## config.mk

```make
export PLATFORM = sky130hd
export DESIGN_NAME = lsu_issue_sched_flat
export DESIGN_NICKNAME = d
export VERILOG_FILES = /design/src/rtl/lsu_issue_sched_pkg.sv /design/src/rtl/lsu_issue_sched_if.sv /design/src/rtl/lsu_issue_sched_sync.sv /design/src/rtl/lsu_issue_sched.sv /design/src/flat_wrapper.sv
export SDC_FILE = /design/constraint.sdc
export NUM_CORES = 1
export LEC_CHECK = 0
export ABC_AREA = 1
export CAP_MARGIN = 15
export CORE_UTILIZATION = 25
export CTS_BUF_LIST = sky130_fd_sc_hd__clkbuf_8
export CTS_CLUSTER_SIZE = 24
export DETAILED_ROUTE_END_ITERATION = 6
export SYNTH_ARGS = -nofsm -noshare
export SYNTH_HDL_FRONTEND = slang
export SYNTH_SLANG_ARGS = --single-unit
```

## constraint.sdc

```tcl
create_clock -name clk -period 1.5 [get_ports clk]
set_input_delay 0.45 -clock clk [delete_from_list [all_inputs] [get_ports clk]]
set_output_delay 0.45 -clock clk [all_outputs]
set_load 0.05 [all_outputs]
```

## src/rtl/lsu_issue_sched_pkg.sv

```systemverilog
// lsu_sched_pkg: shared constants, FSM state encoding and pointer helpers
// for the LSU issue scheduler.
package lsu_sched_pkg;

   localparam int PTR_W       = 5;   // ring pointer width, MSB is the wrap bit
   localparam int DEP_W       = 4;   // dependency tag width
   localparam int DATA_W      = 32;  // operand width
   localparam int SYNC_STAGES = 2;   // flops on the incoming write pointer

   // Tag value meaning "no producer in flight, read the GRF"
   localparam logic [DEP_W-1:0] NODEP = 4'hF;

   typedef enum logic [2:0] {
      IDLE  = 3'd0,
      FENCE = 3'd1,
      REQ   = 3'd2,
      WAIT  = 3'd3,
      ISSUE = 3'd4
   } state_e;

   // Binary to reflected gray code
   function automatic logic [PTR_W-1:0] bin2gray(input logic [PTR_W-1:0] b);
      return (b >> 1) ^ b;
   endfunction

endpackage

```

## src/rtl/lsu_issue_sched_if.sv

```systemverilog
// lsu_issue_sched_if: GRF read, bypass read and exe issue handshakes of the
// LSU issue scheduler. master = scheduler side, slave = responder side.
interface lsu_issue_sched_if;
   import lsu_sched_pkg::*;

   // GRF read request / response
   logic              o_grf_valid;
   logic              i_grf_ready;
   logic [4:0]        o_grf_rs1_5;
   logic [4:0]        o_grf_rs2_5;
   logic              o_grf_rd_l;
   logic              o_grf_rd_r;
   logic              i_grf_rsp_valid;
   logic [DATA_W-1:0] i_grf_op_l_32;
   logic [DATA_W-1:0] i_grf_op_r_32;

   // Bypass buffer read request / response
   logic              o_byp_valid;
   logic              i_byp_ready;
   logic [DEP_W-1:0]  o_byp_dep_l_4;
   logic [DEP_W-1:0]  o_byp_dep_r_4;
   logic              o_byp_rd_l;
   logic              o_byp_rd_r;
   logic              i_byp_rsp_valid;
   logic [DATA_W-1:0] i_byp_op_l_32;
   logic [DATA_W-1:0] i_byp_op_r_32;

   // Issue to LSU exe
   logic              o_exe_valid;
   logic              i_exe_ready;
   logic [DATA_W-1:0] o_exe_op_l_32;
   logic [DATA_W-1:0] o_exe_op_r_32;
   logic [PTR_W-2:0]  o_exe_slot_4;

   modport master (
      output o_grf_valid, o_grf_rs1_5, o_grf_rs2_5, o_grf_rd_l, o_grf_rd_r,
      input  i_grf_ready, i_grf_rsp_valid, i_grf_op_l_32, i_grf_op_r_32,
      output o_byp_valid, o_byp_dep_l_4, o_byp_dep_r_4, o_byp_rd_l, o_byp_rd_r,
      input  i_byp_ready, i_byp_rsp_valid, i_byp_op_l_32, i_byp_op_r_32,
      output o_exe_valid, o_exe_op_l_32, o_exe_op_r_32, o_exe_slot_4,
      input  i_exe_ready
   );

   modport slave (
      input  o_grf_valid, o_grf_rs1_5, o_grf_rs2_5, o_grf_rd_l, o_grf_rd_r,
      output i_grf_ready, i_grf_rsp_valid, i_grf_op_l_32, i_grf_op_r_32,
      input  o_byp_valid, o_byp_dep_l_4, o_byp_dep_r_4, o_byp_rd_l, o_byp_rd_r,
      output i_byp_ready, i_byp_rsp_valid, i_byp_op_l_32, i_byp_op_r_32,
      input  o_exe_valid, o_exe_op_l_32, o_exe_op_r_32, o_exe_slot_4,
      output i_exe_ready
   );

endinterface

```

## src/rtl/lsu_issue_sched_sync.sv

```systemverilog
// gray_ptr_sync: multi-flop synchroniser for the dispatch write pointer.
// The pointer is gray coded, so at most one bit changes per update and the
// chain can carry the whole bus safely.
module gray_ptr_sync #(
   parameter int WIDTH  = 5,
   parameter int STAGES = 2
) (
   input  logic             clk,
   input  logic             rstn,
   input  logic [WIDTH-1:0] d,
   output logic [WIDTH-1:0] q
);

   logic [WIDTH-1:0] chain [STAGES];

   // Shift the foreign-domain pointer through the flop chain
   always_ff @(posedge clk or negedge rstn) begin
      if (!rstn) begin
         // NOTE: this array is a flop chain, not a RAM, so resetting every
         // entry is cheap and keeps the post-reset pointer deterministic.
         for (int i = 0; i < STAGES; i++) chain[i] <= '0;
      end else begin
         chain[0] <= d;
         for (int i = 1; i < STAGES; i++) chain[i] <= chain[i-1];
      end
   end

   assign q = chain[STAGES-1];

endmodule

```

## src/rtl/lsu_issue_sched.sv

```systemverilog
// lsu_issue_sched: walks the 16-slot LSU instruction ring, routes each
// operand fetch to the GRF or bypass buffer, waits for both operands and
// issues the slot to LSU exe.
// Optional build macro LSU_ISSUE_PERF_EN adds saturating stall counters.
module lsu_issue_sched
   import lsu_sched_pkg::*;
(
   input  logic              clk,
   input  logic              rstn,
   input  logic [PTR_W-1:0]  i_wr_gray_5,
   output logic [PTR_W-1:0]  o_rd_gray_5,
   output logic              o_lsu_empty,
   output logic [PTR_W-2:0]  o_rd_addr_4,
   input  logic [DEP_W-1:0]  i_dep_l_4,
   input  logic [DEP_W-1:0]  i_dep_r_4,
   input  logic [4:0]        i_rs1_5,
   input  logic [4:0]        i_rs2_5,
   input  logic              i_imm_r,
   input  logic [DATA_W-1:0] i_imm_32,
   input  logic              i_fence,
   input  logic              i_csr_empty,
`ifdef LSU_ISSUE_PERF_EN
   output logic [15:0]       o_stall_fence_16,
   output logic [15:0]       o_stall_op_16,
`endif
   lsu_issue_sched_if.master bus
);

   state_e            state;
   logic [PTR_W-1:0]  wr_sync;
   logic [PTR_W-1:0]  rd_bin, rd_bin_n;
   logic [PTR_W-1:0]  rd_gray, rd_gray_n;
   logic              empty_q;
   logic [DEP_W-1:0]  dep_l, dep_r;
   logic [4:0]        rs1, rs2;
   logic              grf_rd_l, grf_rd_r, byp_rd_l, byp_rd_r;
   logic              grf_pend, byp_pend;
   logic              cap_l, cap_r;
   logic [DATA_W-1:0] op_l, op_r;
   logic              exe_valid;
   logic [PTR_W-2:0]  exe_slot;

   logic              slot_l_grf, slot_r_grf, slot_r_byp;
   logic              grf_need, byp_need, grf_done, byp_done;
   logic              grf_cap_en, byp_cap_en;
   logic              cap_l_set, cap_r_set;
   logic [DATA_W-1:0] op_l_cap, op_r_cap;

   gray_ptr_sync #(.WIDTH(PTR_W), .STAGES(SYNC_STAGES)) u_wr_sync (
      .clk  (clk),
      .rstn (rstn),
      .d    (i_wr_gray_5),
      .q    (wr_sync)
   );

   // Routing of the slot presented by instruction storage
   assign slot_l_grf = (i_dep_l_4 == NODEP);
   assign slot_r_grf = !i_imm_r && (i_dep_r_4 == NODEP);
   assign slot_r_byp = !i_imm_r && (i_dep_r_4 != NODEP);

   // Pointer advances only when exe takes the issued slot; empty compares
   // against the post-advance pointer so IDLE never acts on a stale flag.
   assign rd_bin_n  = (state == ISSUE && bus.i_exe_ready) ? rd_bin + 1'b1 : rd_bin;
   assign rd_gray_n = bin2gray(rd_bin_n);

   assign grf_need = grf_rd_l || grf_rd_r;
   assign byp_need = byp_rd_l || byp_rd_r;
   assign grf_done = !grf_pend || bus.i_grf_ready;
   assign byp_done = !byp_pend || bus.i_byp_ready;
   assign op_l_cap = grf_rd_l ? bus.i_grf_op_l_32 : bus.i_byp_op_l_32;
   assign op_r_cap = grf_rd_r ? bus.i_grf_op_r_32 : bus.i_byp_op_r_32;

   // Capture enables: a source may respond once its request is accepted,
   // including the acceptance cycle itself; anything else is dropped.
   always_comb begin
      // NOTE: every always_comb output gets a default first so no path
      // leaves it unassigned and no latch is inferred.
      grf_cap_en = 1'b0;
      byp_cap_en = 1'b0;
      if (state == WAIT) begin
         grf_cap_en = 1'b1;
         byp_cap_en = 1'b1;
      end else if (state == REQ) begin
         grf_cap_en = grf_need && grf_done;
         byp_cap_en = byp_need && byp_done;
      end
      cap_l_set = !cap_l &&
                  ((grf_rd_l && grf_cap_en && bus.i_grf_rsp_valid) ||
                   (byp_rd_l && byp_cap_en && bus.i_byp_rsp_valid));
      cap_r_set = !cap_r &&
                  ((grf_rd_r && grf_cap_en && bus.i_grf_rsp_valid) ||
                   (byp_rd_r && byp_cap_en && bus.i_byp_rsp_valid));
   end

   // Scheduler FSM: slot latch, fence hold, request handshakes, capture, issue
   always_ff @(posedge clk or negedge rstn) begin
      if (!rstn) begin
         state     <= IDLE;
         rd_bin    <= '0;
         rd_gray   <= '0;
         empty_q   <= 1'b1;
         dep_l     <= '0;
         dep_r     <= '0;
         rs1       <= '0;
         rs2       <= '0;
         grf_rd_l  <= 1'b0;
         grf_rd_r  <= 1'b0;
         byp_rd_l  <= 1'b0;
         byp_rd_r  <= 1'b0;
         grf_pend  <= 1'b0;
         byp_pend  <= 1'b0;
         cap_l     <= 1'b0;
         cap_r     <= 1'b0;
         op_l      <= '0;
         op_r      <= '0;
         exe_valid <= 1'b0;
         exe_slot  <= '0;
      end else begin
         // NOTE: state updates use non-blocking assignments so every flop
         // samples pre-edge values regardless of statement order.
         empty_q <= (wr_sync == rd_gray_n);
         rd_bin  <= rd_bin_n;
         rd_gray <= rd_gray_n;

         if (cap_l_set) begin
            cap_l <= 1'b1;
            op_l  <= op_l_cap;
         end
         if (cap_r_set) begin
            cap_r <= 1'b1;
            op_r  <= op_r_cap;
         end

         unique case (state)
            IDLE: if (!empty_q) begin
               dep_l    <= i_dep_l_4;
               dep_r    <= i_dep_r_4;
               rs1      <= i_rs1_5;
               rs2      <= i_rs2_5;
               grf_rd_l <= slot_l_grf;
               grf_rd_r <= slot_r_grf;
               byp_rd_l <= !slot_l_grf;
               byp_rd_r <= slot_r_byp;
               cap_l    <= 1'b0;
               cap_r    <= i_imm_r;
               op_l     <= '0;
               op_r     <= i_imm_r ? i_imm_32 : '0;
               exe_slot <= rd_bin[PTR_W-2:0];
               if (i_fence) begin
                  state <= FENCE;
               end else begin
                  state    <= REQ;
                  grf_pend <= slot_l_grf || slot_r_grf;
                  byp_pend <= !slot_l_grf || slot_r_byp;
               end
            end
            FENCE: if (i_csr_empty) begin
               state    <= REQ;
               grf_pend <= grf_need;
               byp_pend <= byp_need;
            end
            REQ: begin
               if (bus.i_grf_ready) grf_pend <= 1'b0;
               if (bus.i_byp_ready) byp_pend <= 1'b0;
               if (grf_done && byp_done) state <= WAIT;
            end
            WAIT: if ((cap_l || cap_l_set) && (cap_r || cap_r_set)) begin
               state     <= ISSUE;
               exe_valid <= 1'b1;
            end
            ISSUE: if (bus.i_exe_ready) begin
               state     <= IDLE;
               exe_valid <= 1'b0;
            end
            default: state <= IDLE;
         endcase
      end
   end

`ifdef LSU_ISSUE_PERF_EN
   logic [15:0] stall_fence, stall_op;

   // Saturating counts of cycles spent waiting on CSR drain and operands
   always_ff @(posedge clk or negedge rstn) begin
      if (!rstn) begin
         stall_fence <= '0;
         stall_op    <= '0;
      end else begin
         if (state == FENCE && stall_fence != 16'hFFFF) stall_fence <= stall_fence + 1'b1;
         if (state == WAIT  && stall_op    != 16'hFFFF) stall_op    <= stall_op + 1'b1;
      end
   end

   assign o_stall_fence_16 = stall_fence;
   assign o_stall_op_16    = stall_op;
`endif

   assign o_rd_gray_5       = rd_gray;
   assign o_lsu_empty       = empty_q;
   assign o_rd_addr_4       = rd_bin[PTR_W-2:0];

   assign bus.o_grf_valid   = grf_pend;
   assign bus.o_grf_rs1_5   = rs1;
   assign bus.o_grf_rs2_5   = rs2;
   assign bus.o_grf_rd_l    = grf_rd_l;
   assign bus.o_grf_rd_r    = grf_rd_r;
   assign bus.o_byp_valid   = byp_pend;
   assign bus.o_byp_dep_l_4 = dep_l;
   assign bus.o_byp_dep_r_4 = dep_r;
   assign bus.o_byp_rd_l    = byp_rd_l;
   assign bus.o_byp_rd_r    = byp_rd_r;
   assign bus.o_exe_valid   = exe_valid;
   assign bus.o_exe_op_l_32 = op_l;
   assign bus.o_exe_op_r_32 = op_r;
   assign bus.o_exe_slot_4  = exe_slot;

endmodule
```

## src/flat_wrapper.sv

```systemverilog
// flat-port wrapper written by rule: the top's interface ports become plain ports
module lsu_issue_sched_flat import lsu_sched_pkg::*;
  (clk, rstn, i_wr_gray_5, o_rd_gray_5, o_lsu_empty, o_rd_addr_4, i_dep_l_4, i_dep_r_4, i_rs1_5, i_rs2_5, i_imm_r, i_imm_32, i_fence, i_csr_empty, bus_o_grf_valid, bus_o_grf_rs1_5, bus_o_grf_rs2_5, bus_o_grf_rd_l, bus_o_grf_rd_r, bus_i_grf_ready, bus_i_grf_rsp_valid, bus_i_grf_op_l_32, bus_i_grf_op_r_32, bus_o_byp_valid, bus_o_byp_dep_l_4, bus_o_byp_dep_r_4, bus_o_byp_rd_l, bus_o_byp_rd_r, bus_i_byp_ready, bus_i_byp_rsp_valid, bus_i_byp_op_l_32, bus_i_byp_op_r_32, bus_o_exe_valid, bus_o_exe_op_l_32, bus_o_exe_op_r_32, bus_o_exe_slot_4, bus_i_exe_ready);
  lsu_issue_sched_if bus_i ();
  input  logic clk;
  input  logic rstn;
  input  logic [PTR_W-1:0] i_wr_gray_5;
  output logic [PTR_W-1:0] o_rd_gray_5;
  output logic o_lsu_empty;
  output logic [PTR_W-2:0] o_rd_addr_4;
  input  logic [DEP_W-1:0] i_dep_l_4;
  input  logic [DEP_W-1:0] i_dep_r_4;
  input  logic [4:0] i_rs1_5;
  input  logic [4:0] i_rs2_5;
  input  logic i_imm_r;
  input  logic [DATA_W-1:0] i_imm_32;
  input  logic i_fence;
  input  logic i_csr_empty;
  output wire logic [$bits(bus_i.o_grf_valid)-1:0] bus_o_grf_valid;
  output wire logic [$bits(bus_i.o_grf_rs1_5)-1:0] bus_o_grf_rs1_5;
  output wire logic [$bits(bus_i.o_grf_rs2_5)-1:0] bus_o_grf_rs2_5;
  output wire logic [$bits(bus_i.o_grf_rd_l)-1:0] bus_o_grf_rd_l;
  output wire logic [$bits(bus_i.o_grf_rd_r)-1:0] bus_o_grf_rd_r;
  input wire logic [$bits(bus_i.i_grf_ready)-1:0] bus_i_grf_ready;
  input wire logic [$bits(bus_i.i_grf_rsp_valid)-1:0] bus_i_grf_rsp_valid;
  input wire logic [$bits(bus_i.i_grf_op_l_32)-1:0] bus_i_grf_op_l_32;
  input wire logic [$bits(bus_i.i_grf_op_r_32)-1:0] bus_i_grf_op_r_32;
  output wire logic [$bits(bus_i.o_byp_valid)-1:0] bus_o_byp_valid;
  output wire logic [$bits(bus_i.o_byp_dep_l_4)-1:0] bus_o_byp_dep_l_4;
  output wire logic [$bits(bus_i.o_byp_dep_r_4)-1:0] bus_o_byp_dep_r_4;
  output wire logic [$bits(bus_i.o_byp_rd_l)-1:0] bus_o_byp_rd_l;
  output wire logic [$bits(bus_i.o_byp_rd_r)-1:0] bus_o_byp_rd_r;
  input wire logic [$bits(bus_i.i_byp_ready)-1:0] bus_i_byp_ready;
  input wire logic [$bits(bus_i.i_byp_rsp_valid)-1:0] bus_i_byp_rsp_valid;
  input wire logic [$bits(bus_i.i_byp_op_l_32)-1:0] bus_i_byp_op_l_32;
  input wire logic [$bits(bus_i.i_byp_op_r_32)-1:0] bus_i_byp_op_r_32;
  output wire logic [$bits(bus_i.o_exe_valid)-1:0] bus_o_exe_valid;
  output wire logic [$bits(bus_i.o_exe_op_l_32)-1:0] bus_o_exe_op_l_32;
  output wire logic [$bits(bus_i.o_exe_op_r_32)-1:0] bus_o_exe_op_r_32;
  output wire logic [$bits(bus_i.o_exe_slot_4)-1:0] bus_o_exe_slot_4;
  input wire logic [$bits(bus_i.i_exe_ready)-1:0] bus_i_exe_ready;
  assign bus_o_grf_valid = bus_i.o_grf_valid;
  assign bus_o_grf_rs1_5 = bus_i.o_grf_rs1_5;
  assign bus_o_grf_rs2_5 = bus_i.o_grf_rs2_5;
  assign bus_o_grf_rd_l = bus_i.o_grf_rd_l;
  assign bus_o_grf_rd_r = bus_i.o_grf_rd_r;
  assign bus_i.i_grf_ready = bus_i_grf_ready;
  assign bus_i.i_grf_rsp_valid = bus_i_grf_rsp_valid;
  assign bus_i.i_grf_op_l_32 = bus_i_grf_op_l_32;
  assign bus_i.i_grf_op_r_32 = bus_i_grf_op_r_32;
  assign bus_o_byp_valid = bus_i.o_byp_valid;
  assign bus_o_byp_dep_l_4 = bus_i.o_byp_dep_l_4;
  assign bus_o_byp_dep_r_4 = bus_i.o_byp_dep_r_4;
  assign bus_o_byp_rd_l = bus_i.o_byp_rd_l;
  assign bus_o_byp_rd_r = bus_i.o_byp_rd_r;
  assign bus_i.i_byp_ready = bus_i_byp_ready;
  assign bus_i.i_byp_rsp_valid = bus_i_byp_rsp_valid;
  assign bus_i.i_byp_op_l_32 = bus_i_byp_op_l_32;
  assign bus_i.i_byp_op_r_32 = bus_i_byp_op_r_32;
  assign bus_o_exe_valid = bus_i.o_exe_valid;
  assign bus_o_exe_op_l_32 = bus_i.o_exe_op_l_32;
  assign bus_o_exe_op_r_32 = bus_i.o_exe_op_r_32;
  assign bus_o_exe_slot_4 = bus_i.o_exe_slot_4;
  assign bus_i.i_exe_ready = bus_i_exe_ready;
  lsu_issue_sched u_core (.clk(clk), .rstn(rstn), .i_wr_gray_5(i_wr_gray_5), .o_rd_gray_5(o_rd_gray_5), .o_lsu_empty(o_lsu_empty), .o_rd_addr_4(o_rd_addr_4), .i_dep_l_4(i_dep_l_4), .i_dep_r_4(i_dep_r_4), .i_rs1_5(i_rs1_5), .i_rs2_5(i_rs2_5), .i_imm_r(i_imm_r), .i_imm_32(i_imm_32), .i_fence(i_fence), .i_csr_empty(i_csr_empty), .bus(bus_i));
endmodule
```

-- Yosys cells after proc, flatten, opt, wreduce, memory -nomap -nowiden
Index checks and enable logic that the tools add are counted.
- word-level logic and storage cells: 122
- input port bits: 193
- register bits: 119
- reductions and logical operators: 41
- equality and inequality tests: 16
- muxes and demuxes: 40
- add/subtract/negate cells: 1
- bitwise gates (word level): 2
- operators with widths (operator ; count):
    $mux W32 ; 9
    $mux W1 ; 20
    $logic_and A1 B1 Y1 ; 17
    $ne A2 B2 Y1 const B ; 8
    $mux W3 ; 5
    $pmux W3 S5 ; 1
    $reduce_and A5 Y1 ; 3
    $logic_or A1 B1 Y1 ; 10
    $eq A4 B4 Y1 const B ; 2
    $eq A3 B2 Y1 const B ; 2
    $logic_not A1 Y1 ; 6
    $pmux W1 S3 ; 2
    $add A5 B1 Y5 const B ; 1
    $eq A5 B5 Y1 ; 1
    $mux W5 ; 1
    $xor A4 B5 Y5 ; 1
    $ne A4 B4 Y1 const B ; 1
    $eq A3 B1 Y1 const B ; 1
    $eq A3 B3 Y1 const B ; 1
    $logic_not A3 Y1 ; 1
    $reduce_and A3 Y1 ; 1
    $reduce_bool A3 Y1 ; 1
    $mux W2 ; 1
    $pmux W1 S2 ; 1
    other kinds (3) ; 3

-- Depth between registers and ports, before layout
- depth in word-level cells: 13
- gate-level depth with buffers: 13
- mapped depth without buffers: 12

-- Cells and area by module
A second synthesis with hierarchy kept.
- cells, all modules: 856
- area total of the unflattened synthesis: 6227.2 µm²
- by module, submodules not included (module ; times used ; cells an instance ; sequential area each (µm²) ; area an instance (µm²)):
    lsu_issue_sched ; 1 ; 841 ; 2703.8 ; 5939.4
    gray_ptr_sync ; 1 ; 15 ; 250.2 ; 287.8

-- Worst setup path before layout
No wires, ideal clock.
- kind: register to register
- start: reg u_core.grf_rd_l, in the netlist u_core.bus.o_grf_rd_l
- end: reg u_core.op_r[11], in the netlist u_core.bus.o_exe_op_r_32[11]
- clock period less this slack: 1882 ps
- arrival: 1765 ps
- cell stages (with the launch flop): 14
- path slack: -382 ps
- setup time: 116 ps
- path buffers: 2
- cell sequence: dfrtp_1 -> buf_2 -> inv_2 -> nand2_1 -> nand2_1 -> o21ai_2 -> nand2_1 -> nand2_2 -> nand2_4 -> inv_4 -> buf_6 -> nand3_1 -> nand2_1 -> nand2_1
- word-level cells in the longest chain between the ends: 11
- ends and longest elaborated chain (what ; RTL line ; RTL):
    from (decl) ; lsu_issue_sched.sv:36 ; logic grf_rd_l, grf_rd_r, byp_rd_l, byp_rd_r;
    from (signal assigned) ; lsu_issue_sched.sv:140 ; grf_rd_l <= slot_l_grf;
    $logic_or A1 B1 Y1 * ; lsu_issue_sched.sv:66 ; assign grf_need = grf_rd_l || grf_rd_r;
    $logic_and A1 B1 Y1 * ; lsu_issue_sched.sv:84 ; grf_cap_en = grf_need && grf_done;
    $mux W1 * ; lsu_issue_sched.sv:83 ; end else if (state == REQ) begin
    $mux W1 * ; lsu_issue_sched.sv:80 ; if (state == WAIT) begin
    $logic_and A1 B1 Y1 * (2 in series) ; lsu_issue_sched.sv:91 ; ((grf_rd_r && grf_cap_en && bus.i_grf_rsp_valid) ||
    $logic_or A1 B1 Y1 * ; lsu_issue_sched.sv:91 ;
    $logic_and A1 B1 Y1 * ; lsu_issue_sched.sv:90 ; cap_r_set = !cap_r &&
    $mux W32 * ; lsu_issue_sched.sv:129 ; if (cap_r_set) begin
    $mux W32 ; lsu_issue_sched.sv:135 ; IDLE: if (!empty_q) begin
    $mux W32 * ; lsu_issue_sched.sv:134 ; unique case (state)
    to (signal assigned) ; lsu_issue_sched.sv:131 ; op_r <= op_r_cap;
    to (signal assigned) ; lsu_issue_sched.sv:147 ; op_r <= i_imm_r ? i_imm_32 : '0;
    to (decl) ; lsu_issue_sched.sv:39 ; logic [DATA_W-1:0] op_l, op_r;
Mark *: on every way between the ends. The rest lies on a longest branch, timed or not.
A chain may end at the register's enable or synchronous reset.

-- Final worst setup path
- start: in bus_i_grf_ready
- end: reg u_core.op_r[0], in the netlist u_core.bus.o_exe_op_r_32[0]
- word-level cells in the longest chain between the ends: 11
- ends and longest elaborated chain (what ; RTL line ; RTL):
    from (decl) ; flat_wrapper.sv:24 ; input wire logic [$bits(bus_i.i_grf_ready)-1:0] bus_i_grf_ready;
    $logic_or A1 B1 Y1 * ; lsu_issue_sched.sv:68 ; assign grf_done = !grf_pend || bus.i_grf_ready;
    $logic_and A1 B1 Y1 * ; lsu_issue_sched.sv:84 ;
    $mux W1 * ; lsu_issue_sched.sv:83 ;
    $mux W1 * ; lsu_issue_sched.sv:80 ;
    $logic_and A1 B1 Y1 * (2 in series) ; lsu_issue_sched.sv:91 ;
    $logic_or A1 B1 Y1 * ; lsu_issue_sched.sv:91 ;
    $logic_and A1 B1 Y1 * ; lsu_issue_sched.sv:90 ;
    $mux W32 * ; lsu_issue_sched.sv:129 ;
    $mux W32 ; lsu_issue_sched.sv:135 ;
    $mux W32 * ; lsu_issue_sched.sv:134 ;
Marks and branches as above.

==> results.sh <==
export IMPL_ys_ff_latch=118
export IMPL_rows=57
export IMPL_pin_count=296
export IMPL_ys_types=35
export IMPL_die_w_microns=161
export IMPL_htree_levels=4
export IMPL_die_area_sq_mm=0.0259
export IMPL_first_pass_iters=4
export IMPL_max_cap_viol_count=0
export IMPL_synth_simple_gate_area_share_pct=35.7
export IMPL_synth_top_family_by_area="simple AND/OR/NAND/NOR gates"
export IMPL_clkTransAtPathRegs_ps=90
export IMPL_critPathMaxStageDelay_ps=450
export IMPL_grt_pass1_vias=7238
export IMPL_rsz0062_at_grt="true"
export IMPL_fin_worst_skew_ps=12.1
export IMPL_diodes=0
export IMPL_crit_slowest_cell="clkdlybuf4s50_1"
export IMPL_die_h_microns=161
export IMPL_p_sw_share_pct=45.0
export IMPL_muxShareOfSynthArea_pct=0
export IMPL_violations="negative setup slack"
export IMPL_end_kind="flip-flop"
export IMPL_cp_data_arrival_time_ps=2040
export IMPL_antenna_found_initial=2
export IMPL_cp_cell_sequence="clkdlybuf4s50_1 -> inv_1 -> nand2_2 -> nand2_4 -> o21ai_4 -> nand2_1 -> nand2_4 -> nand2_8 -> clkinv_8 -> buf_12 -> nand3_1 -> nand2_1 -> nand2_1"
export IMPL_place_area_sq_mm=0.0110
export IMPL_wirelength_mm=27.5
export IMPL_crit_buf_inv=4
export IMPL_dr_wl_met2_mm=14.1
export IMPL_synthAdderAreaFrac_pct=0.198
export IMPL_ys_flop_type="dfrtp_1"
export IMPL_yosysTopAreaCell="dfrtp_1"
export IMPL_place_inst=1487
export IMPL_dpl_hpwl_mm=16.6
export IMPL_synth_area_leaders="dfrtp_1, nand2_1, a21oi_1, inv_1, nand4_1"
export IMPL_yosysWarnings=0
export IMPL_pwr_density_cell_mw_per_mm2=2300
export IMPL_combPwrFrac_pct=70.8
export IMPL_post_route_min_period_ps=1710
export IMPL_pwr_share_seq_pct=18.4
export IMPL_met3_length_mm=1.84
export IMPL_syn2layout_area_growth_pct=118
export IMPL_synth_compound_area_share_pct=7.42
export IMPL_start_kind="input pin"
export IMPL_clock_power_share_pct=10.8
export IMPL_core_sq_mm=0.0245
export IMPL_synth_edf_count=0
export IMPL_crit_type="input pin to flip-flop"
export IMPL_yosysMostFrequentCell="nand2_1"
export IMPL_power_leakage_nw=6.40
export IMPL_netlist_area_sq_mm=0.00631
export IMPL_drtIter0Drc=442
export IMPL_synth_area_per_cell_sq_um=7.41
export IMPL_grt_max_degree=43
export IMPL_initial_core_util_pct=25.7
export IMPL_drcViolationCount=0
export IMPL_cp_common_cell="nand2_1"
export IMPL_numClockSinks=118
export IMPL_p_sw_mw=14.2
export IMPL_drive_gt1_share_pct=40.2
export IMPL_status="complete, but fails checks"
export IMPL_clock_path_buffers=2
export IMPL_rrSetupSlack_ps=-210
export IMPL_cts_buffers=17
export IMPL_crit_required_ps=1820
export IMPL_power_internal_mw=17.4
export IMPL_fin_ws_ps=-214
export IMPL_async_flop_share_pct=100
export IMPL_synthTopCellsByCount="nand2_1, dfrtp_1, a21oi_1"
export IMPL_fmaxAchievable_ghz=0.583
export IMPL_synthXorXnorAreaFrac_pct=0.555
export IMPL_wl_per_cell_microns=17.0
export IMPL_vias=7395
export IMPL_grt_use_total_pct=20.1
export IMPL_finalHoldViolCount=0
export IMPL_antenna_left=0
export IMPL_cts_root_buf="clkbuf_8"
export IMPL_cts_tree="done"
export IMPL_syn_inst=851
export IMPL_port_buffer_count=295
export IMPL_slew_viol_final=0
export IMPL_final_area_sq_mm=0.0138
export IMPL_hold_path_class="flip-flop to flip-flop"
export IMPL_via_per_inst=4.57
export IMPL_wl_met1_mm=11.1
export IMPL_grt_pass1_wl_mm=40.0
export IMPL_clk_latency_ps=440
export IMPL_setup_violations=112
export IMPL_synth_top_cell_area_share_pct=46.4
export IMPL_fin_crit_sh_pct=114
export IMPL_worst_pin_slew_ps=414
export IMPL_synth_seq_area_share_pct=46.8
export IMPL_routabilityCongestion=0.832
export IMPL_relSlewSlack_pct=72.4
export IMPL_crit_family="buffers and inverters"
export IMPL_vdd_ir_drop_worst_mv=1.09
export IMPL_finalNonFillerCells=1618
export IMPL_synthesis_nets=1045
export IMPL_final_nets=1475
export IMPL_grt_overflow_total=0
export IMPL_top_layer_used="met5"
export IMPL_crit_fanout=6
==> flip-flops by register name, summed over array words and instances, names as in the netlist, 3 cells and up <==
signal,flops
u_core.bus.o_grf_rs2_5,5
u_core.u_wr_sync.q,5
u_core.bus.o_byp_dep_l_4,4
u_core.rd_bin,5
u_core.state,3
u_core.bus.o_grf_rs1_5,5
u_core.bus.o_exe_op_r_32,32
u_core.bus.o_byp_dep_r_4,4
u_core.bus.o_exe_slot_4,4
u_core.u_wr_sync.chain,5
u_core.o_rd_gray_5,4
u_core.bus.o_exe_op_l_32,32
==> routing by layer <==
metal / vias up / track usage, %
met2: 259 / 34.9
met1: 3532 / 24.2
met5: - / 0
met3: 31 / 5.04
li1: 3569 / -
met4: 4 / 6.05
==> per-stage QoR <==
step                setup TNS [ps]  hold slack, ps  power (mW)  utilization [%]  worst slack (ps)
floorplan                    -9840             154        14.1                -              -181
global placement            -44830             333        22.0             44.9              -650
detailed placement          -48480             336        22.2             44.9              -678
CTS                         -15360             355        29.9             52.5              -223
global route                -25500             367        33.3             56.1              -319
finish                      -15000             355        31.6             56.1              -214
==> cell type report <==
class,instances,area [sq um]
Timing Repair Buffer,460,6060
Fill cell,2165,10800
Tap cell,324,405
Clock buffer,17,234
Inverter,74,308
Multi-Input combinational cell,610,3560
Sequential cell,118,2990
Clock inverter,15,215
==> power groups by stage <==
stage / logic (mW) / registers [mW] / clock network (mW)
after global routing: 23.7 / 5.93 / 3.67
final: 22.4 / 5.81 / 3.42
after detailed placement: 16.4 / 5.77 / 0
after global placement: 16.3 / 5.72 / 0
after CTS: 20.6 / 5.74 / 3.54
after floorplan: 5.10 / 9.04 / 0
==> cells in the final DEF, fill, tap and decap left out, drive strengths merged, types with 2 or more instances in the layout <==
cell type and n:
o21bai 2, xnor2 3, clkinvlp 3, nor2 40, nand2 382, clkbuf 23
nand4 38, o21ai 13, clkdlybuf4s50 190, clkinv 5, bufinv 4, nand3 51
nor3 2, dfrtp 117, a211oi 2, a21oi 70, buf 260, nor4 2
bufbuf 2, inv 77
==> what timing repair did <==
item,4_1_cts,5_1_grt
hold buffers,1,0
endpoints found under the hold margin,25,0
buffers inserted,37,44
pin swaps,23,51
resized for setup,162,160
cloned,21,8
endpoints found under the setup margin,174,204
==> worst reg2reg max path: cells and delay by family, from the launching register on <==
kind | cells | cell delay (ps)
flops | 1 | 430
simple gates | 10 | 980
buf+inv | 2 | 250
==> cells by family after synthesis <==
kind of cell | after synthesis
and+or+nand+nor | 515
AOI/OAI and AO/OA | 89
buffers and inverters | 124
xor gates and xnor gates | 4
adders and majority gates | 1
DFF | 118
==> worst paths after layout <==
path,depth (start not counted),startpoint,endpoint
worst max register to register,12,u_core.state[1],u_core.o_lsu_empty
worst min-delay path,0,u_core.u_wr_sync.chain[6],u_core.u_wr_sync.q[1]
worst max-delay path,13,bus_i_grf_ready,u_core.bus.o_exe_op_r_32[0]
min in group asynchronous,2,rstn,u_core.bus.o_exe_op_l_32[8]
max in group asynchronous,3,rstn,u_core.rd_bin[3]
worst min register to register,0,u_core.u_wr_sync.chain[6],u_core.u_wr_sync.q[1]
Power figures use the tool's default switching activity.
